File: src/rtl/reg_file_pkg.sv
// Shared constants and types for the register file with scoreboard.
// Holds the default geometry used by reg_file_sb and reg_scoreboard.
package reg_file_pkg;

  localparam int RF_DATA_WIDTH = 32;
  localparam int RF_ADDR_WIDTH = 5;
  localparam int RF_NUM_RD     = 2;

  typedef logic [RF_ADDR_WIDTH-1:0] reg_addr_t;
  typedef logic [RF_DATA_WIDTH-1:0] reg_data_t;

endpackage

File: src/rtl/reg_scoreboard.sv
// Busy-bit scoreboard: one pending bit per architectural register.
// Issue sets a bit, writeback clears it, flush clears everything.
// Issue wins over a same-cycle writeback to the same register; flush drops issues.
module reg_scoreboard
  import reg_file_pkg::*;
#(
  parameter int ADDR_WIDTH = RF_ADDR_WIDTH,
  parameter int ZERO_REG   = 1
) (
  input  logic                     clk,
  input  logic                     rst_n,
  input  logic                     iss_en,
  input  logic [ADDR_WIDTH-1:0]    iss_addr,
  input  logic                     clr_en,
  input  logic [ADDR_WIDTH-1:0]    clr_addr,
  input  logic                     flush,
  output logic [2**ADDR_WIDTH-1:0] busy,
  output logic                     iss_ready
);

  localparam int DEPTH = 2**ADDR_WIDTH;

  logic [DEPTH-1:0] busy_q;
  logic [DEPTH-1:0] busy_d;
  logic             iss_accept;

  // Readiness looks only at the pre-edge state: no writeback forwarding.
  assign iss_ready  = !busy_q[iss_addr] || ((ZERO_REG != 0) && (iss_addr == '0));
  assign iss_accept = iss_en && iss_ready && !flush;
  assign busy       = busy_q;

  // Next busy state: flush clears all, otherwise clear on writeback then set on issue.
  always_comb begin
    busy_d = busy_q;
    if (flush) begin
      busy_d = '0;
    end else begin
      if (clr_en)     busy_d[clr_addr] = 1'b0;
      if (iss_accept) busy_d[iss_addr] = 1'b1;
    end
    if (ZERO_REG != 0) busy_d[0] = 1'b0;
  end

  // Busy-bit state register.
  always_ff @(posedge clk or negedge rst_n) begin
    if (!rst_n) busy_q <= '0;
    else        busy_q <= busy_d;
  end

endmodule

File: src/rtl/reg_file_sb.sv
// Register file with combinational read ports and an issue/writeback scoreboard.
// Optional feature: define REG_FILE_BYPASS_EN to forward same-cycle writeback
// data to matching read ports (and report them not busy in that cycle).
module reg_file_sb
  import reg_file_pkg::*;
#(
  parameter int DATA_WIDTH = RF_DATA_WIDTH,
  parameter int ADDR_WIDTH = RF_ADDR_WIDTH,
  parameter int NUM_RD     = RF_NUM_RD,
  parameter int ZERO_REG   = 1
) (
  input  logic                         clk,
  input  logic                         rst_n,
  input  logic [NUM_RD*ADDR_WIDTH-1:0] rd_addr,
  output logic [NUM_RD*DATA_WIDTH-1:0] rd_data,
  output logic [NUM_RD-1:0]            rd_busy,
  input  logic                         wr_en,
  input  logic [ADDR_WIDTH-1:0]        wr_addr,
  input  logic [DATA_WIDTH-1:0]        wr_data,
  input  logic                         iss_en,
  input  logic [ADDR_WIDTH-1:0]        iss_addr,
  output logic                         iss_ready,
  input  logic                         flush
);

  localparam int DEPTH = 2**ADDR_WIDTH;

  logic [DATA_WIDTH-1:0] regs_q [DEPTH];
  logic [DATA_WIDTH-1:0] regs_d [DEPTH];
  logic [DEPTH-1:0]      busy;
  logic                  wr_store;

  // Writes to register 0 are discarded when it is hardwired to zero.
  assign wr_store = wr_en && !((ZERO_REG != 0) && (wr_addr == '0));

  // Next register contents: a single writeback port.
  always_comb begin
    regs_d = regs_q;
    if (wr_store) regs_d[wr_addr] = wr_data;
  end

  // Register array storage, cleared asynchronously on reset.
  always_ff @(posedge clk or negedge rst_n) begin
    if (!rst_n) begin
      for (int i = 0; i < DEPTH; i++) regs_q[i] <= '0;
    end else begin
      regs_q <= regs_d;
    end
  end

  reg_scoreboard #(
    .ADDR_WIDTH (ADDR_WIDTH),
    .ZERO_REG   (ZERO_REG)
  ) u_scoreboard (
    .clk       (clk),
    .rst_n     (rst_n),
    .iss_en    (iss_en),
    .iss_addr  (iss_addr),
    .clr_en    (wr_en),
    .clr_addr  (wr_addr),
    .flush     (flush),
    .busy      (busy),
    .iss_ready (iss_ready)
  );

  for (genvar k = 0; k < NUM_RD; k++) begin : g_rd
    logic [ADDR_WIDTH-1:0] addr;
    logic                  is_zero;

    assign addr    = rd_addr[k*ADDR_WIDTH +: ADDR_WIDTH];
    assign is_zero = (ZERO_REG != 0) && (addr == '0);

`ifdef REG_FILE_BYPASS_EN
    logic hit;
    // Forward the in-flight writeback; register 0 never forwards.
    assign hit = wr_en && (wr_addr == addr) && !is_zero;
    assign rd_data[k*DATA_WIDTH +: DATA_WIDTH] =
      is_zero ? '0 : (hit ? wr_data : regs_q[addr]);
    assign rd_busy[k] = !is_zero && !hit && busy[addr];
`else
    assign rd_data[k*DATA_WIDTH +: DATA_WIDTH] = is_zero ? '0 : regs_q[addr];
    assign rd_busy[k] = !is_zero && busy[addr];
`endif
  end

endmodule

File: config.mk
export PLATFORM = sky130hd
export DESIGN_NAME = reg_file_sb
export DESIGN_NICKNAME = d
export VERILOG_FILES = /design/src/rtl/reg_file_pkg.sv /design/src/rtl/reg_scoreboard.sv /design/src/rtl/reg_file_sb.sv
export SDC_FILE = /design/constraint.sdc
export NUM_CORES = 2
export LEC_CHECK = 0
export CORE_ASPECT_RATIO = 1.75
export CORE_MARGIN = 2
export CORE_UTILIZATION = 46
export DETAILED_ROUTE_END_ITERATION = 8
export HOLD_SLACK_MARGIN = 0.08
export PLACE_DENSITY = 0.71
export SYNTH_ARGS = -nofsm -noshare
export SYNTH_HDL_FRONTEND = slang
export SYNTH_SLANG_ARGS = --single-unit
File: constraint.sdc
create_clock -name clk -period 2.8 [get_ports clk]
set_input_delay 0.56 -clock clk [delete_from_list [all_inputs] [get_ports clk]]
set_output_delay 0.56 -clock clk [all_outputs]
set_load 0.1 [all_outputs]
==> reports/metrics.cfg <==
[worst_setup_path]
r2r_slack_ns=0.86
crit_fanout=2
critPathCapture=rd_data[55]
cp-startpoint=regs_q[23]
crit_type=flip-flop to output port
r2r_start=u_scoreboard.busy[30]
critPathCaptureType=output port
crit_arrival_ns=2.65
cp.required_ns=2.24
crit_path_start_kind=flip-flop
r2r_cells=5
r2r_end=u_scoreboard.busy[22]

[global_route]
grt_usage=0.293
grt.overflow.total=0
antenna_found_initial=7
grt_pass1_vias=39383
grt_pass1_wl_um=266000
grt_max_degree=94

[cells_and_area]
final_nets=3963
syn_to_final_growth_pct=23.6
drive_above_1_share=0.640
layout.cells.non_filler=5613
fillers=9113
fin_util=0.573

[sta]
finalCritPeriodShare=1.15
fmax_ghz=0.312
worstMarginPinSlew_ns=0.854
slew_viol_final=0
relSlewSlack=0.429
rsz0062_at_grt=yes
holdWs_ns=0.377
tns_ns=-21.32
timing_hold_violations_final=0
post-route-min-period_ns=3.21
fin_skew_ns=0.0105
worst_slack_ns=-0.407
setup_viol=67

[logic_synthesis]
synthAdderAreaFrac=0
syn_nets=3612
yosysSeqAreaShare=0.470
syn_inst=3555
yosys_warnings=0
ys_top_cells_by_area=dfrtp_1 (47%), mux4_2 (23%), mux2_2 (20%)
synth_area_per_cell_um2=15.8
synthSimpleGateAreaFrac=0.0185
synth.distinct_cells=54
post_synth_xor_area_fraction=0
synth_compound_area_frac=0.0277
netlist.area_leader.share=0.470
yosysTopAreaCell=dfrtp_1
ys.flop_type=dfrtp_1
synthArstFlopShare=1.00
synth.ff_latch_count=1055
syn-cell-area_mm2=0.0561
synthMuxAreaShare=0.452
synth_edf_count=0
synth_top_family_by_area=multiplexers

[outcome]
violations=negative setup slack
status=complete, but fails checks

[floorplan]
initial_core_util=0.463
core_mm2=0.121
die_width_um=268
dieArea_mm2=0.125
die_y_um=466
pin_count=124
placement_rows=169

[place]
place_congestion=0.867
dp_slack_ns=-0.614
dp.cells=5278
io_buffer_count=123
dp_hpwl_um=115000

[cts]
clock-root-buffer=clkbuf_16
cts_buffers=96
cts_tree=done
htree_levels=3
clk_latency_ns=0.71
clk_pin_slew_worst_paths_ns=0.07
clockBufferDepth=3
clock-sinks=1055

[drt]
dr.pass1.iters=5
wl_per_cell_um=32.1
via_per_inst=6.52
vias=36608
drc=0
drtIter0Drc=2977
wirelength_um=180000
ant_nets=0

[power]
vdd_drop_max_v=0.000496
powerDensity_mw_per_mm2=684
power_leakage_nw=29.9

[flow_run]
cap_violations=0

[hold_path]
worstHoldPathType=input pin to asynchronous set/reset pin

[flip-flops by register name, indices dropped and copies added, names as in the netlist]
register / flops
regs_q: 1024
u_scoreboard.busy: 31
[critical path: stages (launching register included)]
cell and delay, ns:
dfrtp_1 0.40, mux4_2 0.47, mux4_2 0.56, a2bb2oi_2 0.22, o21ai_4 0.11, buf_12 0.18
[Yosys cell counts, drive strengths merged, types with 5 or more instances]
cell,number
mux2i,78
a32o,22
o32ai,5
nand3,11
o32a,21
nand4,5
and3,9
a2bb2oi,32
mux2,1016
a22oi,5
dfrtp,1055
nand2,72
a221oi,7
mux4,585
o21ai,38
or3b,9
o31ai,19
buf,131
a21oi,29
a22o,8
nand2b,12
clkbuf,289
nor2,21
or3,5
nand3b,15
and2,6
nor2b,12
[power breakdown]
part | switching [mW] | internal (mW)
Clock | 6.19 | 7.96
Combinational | 5.73 | 7.45
Sequential | 2.07 | 18.1
Total | 14.0 | 33.5
[repair_timing]
action | in CTS | in global routing
endpoints found under the setup margin | 67 | 67
hold buffers | 1 | 0
buffers inserted | 110 | 32
resized for setup | 53 | 24
pin swaps | 46 | 17
hold endpoints to repair | 32 | 0
cloned | 7 | 4
[cell type report]
cell class	instances	area [um^2]	share of cell area
inverter	4	18.8	0.000271
multi-input combinational	2076	29300	0.422
tap	1624	2030	0.0293
clock buffer	132	2800	0.0404
antenna	2	5.00	0.0000721
clock inverter	47	562	0.00810
sequential	1055	26400	0.381
timing repair buffer	673	8250	0.119
[logic make-up (layout without fill, tap and decap cells)]
family,count (synthesis),count (layout)
multiplexers,1679,1679
flip-flops,1055,1055
buffers and inverters,424,856
AO/OA/AOI/OAI,203,203
AND/OR/NAND/NOR,194,194
other,0,2
[worst min path at each step]
stage                 start            to  slack, ns  depth (start not counted)
3_5_place_dp   regs_q[1018]  regs_q[1018]       0.36                          0
3_3_place_gp    regs_q[993]   regs_q[993]       0.36                          0
2_1_floorplan         rst_n     regs_q[0]       0.26                          0
5_1_grt        regs_q[1006]  regs_q[1006]       0.39                          0
6_report              rst_n   regs_q[857]       0.38                          2
4_1_cts               rst_n   regs_q[857]       0.36                          2
[per-layer routing]
| layer | track usage | wire length [um] | vias to the layer above |
|---|---|---|---|
| met2 | 0.495 | 91400 | 1541 |
| met5 | 0 | 55 | - |
| li1 | - | - | 14609 |
| met4 | 0.158 | 10600 | 10 |
| met3 | 0.0523 | 11800 | 444 |
| met1 | 0.358 | 66200 | 20004 |
[metrics by stage]
| step | area [um^2] | power [mW] |
|---|---|---|
| 2_1_floorplan | 57600 | 28.7 |
| 3_3_place_gp | 64200 | 32.3 |
| 3_5_place_dp | 64200 | 32.8 |
| 4_1_cts | 68900 | 47.5 |
| 5_1_grt | 69400 | 49.2 |
| 6_report | 69400 | 47.5 |
[layout by cell type (no fill, tap or decap), types with 8 or more instances in the layout]
cell / instances
dfrtp_1: 1054
mux2_2: 1004
mux4_2: 585
buf_4: 376
buf_12: 200
clkbuf_16: 102
mux2i_1: 77
nand2_1: 60
clkdlybuf4s50_1: 44
o21ai_4: 32
a21oi_1: 27
clkinv_2: 26
a2bb2oi_2: 24
clkbuf_8: 23
o32a_4: 21
o31ai_1: 19
buf_6: 19
a32o_1: 17
nand3b_1: 15
buf_16: 14
clkbuf_1: 12
nor2_4: 11
nor2_1: 10
nand2b_1: 10
bufinv_16: 10
nor2b_1: 9
nand2_4: 9
a22o_1: 8
nand3_1: 8
or3b_2: 8
a2bb2oi_4: 8
Power figures use the tool's default switching activity.
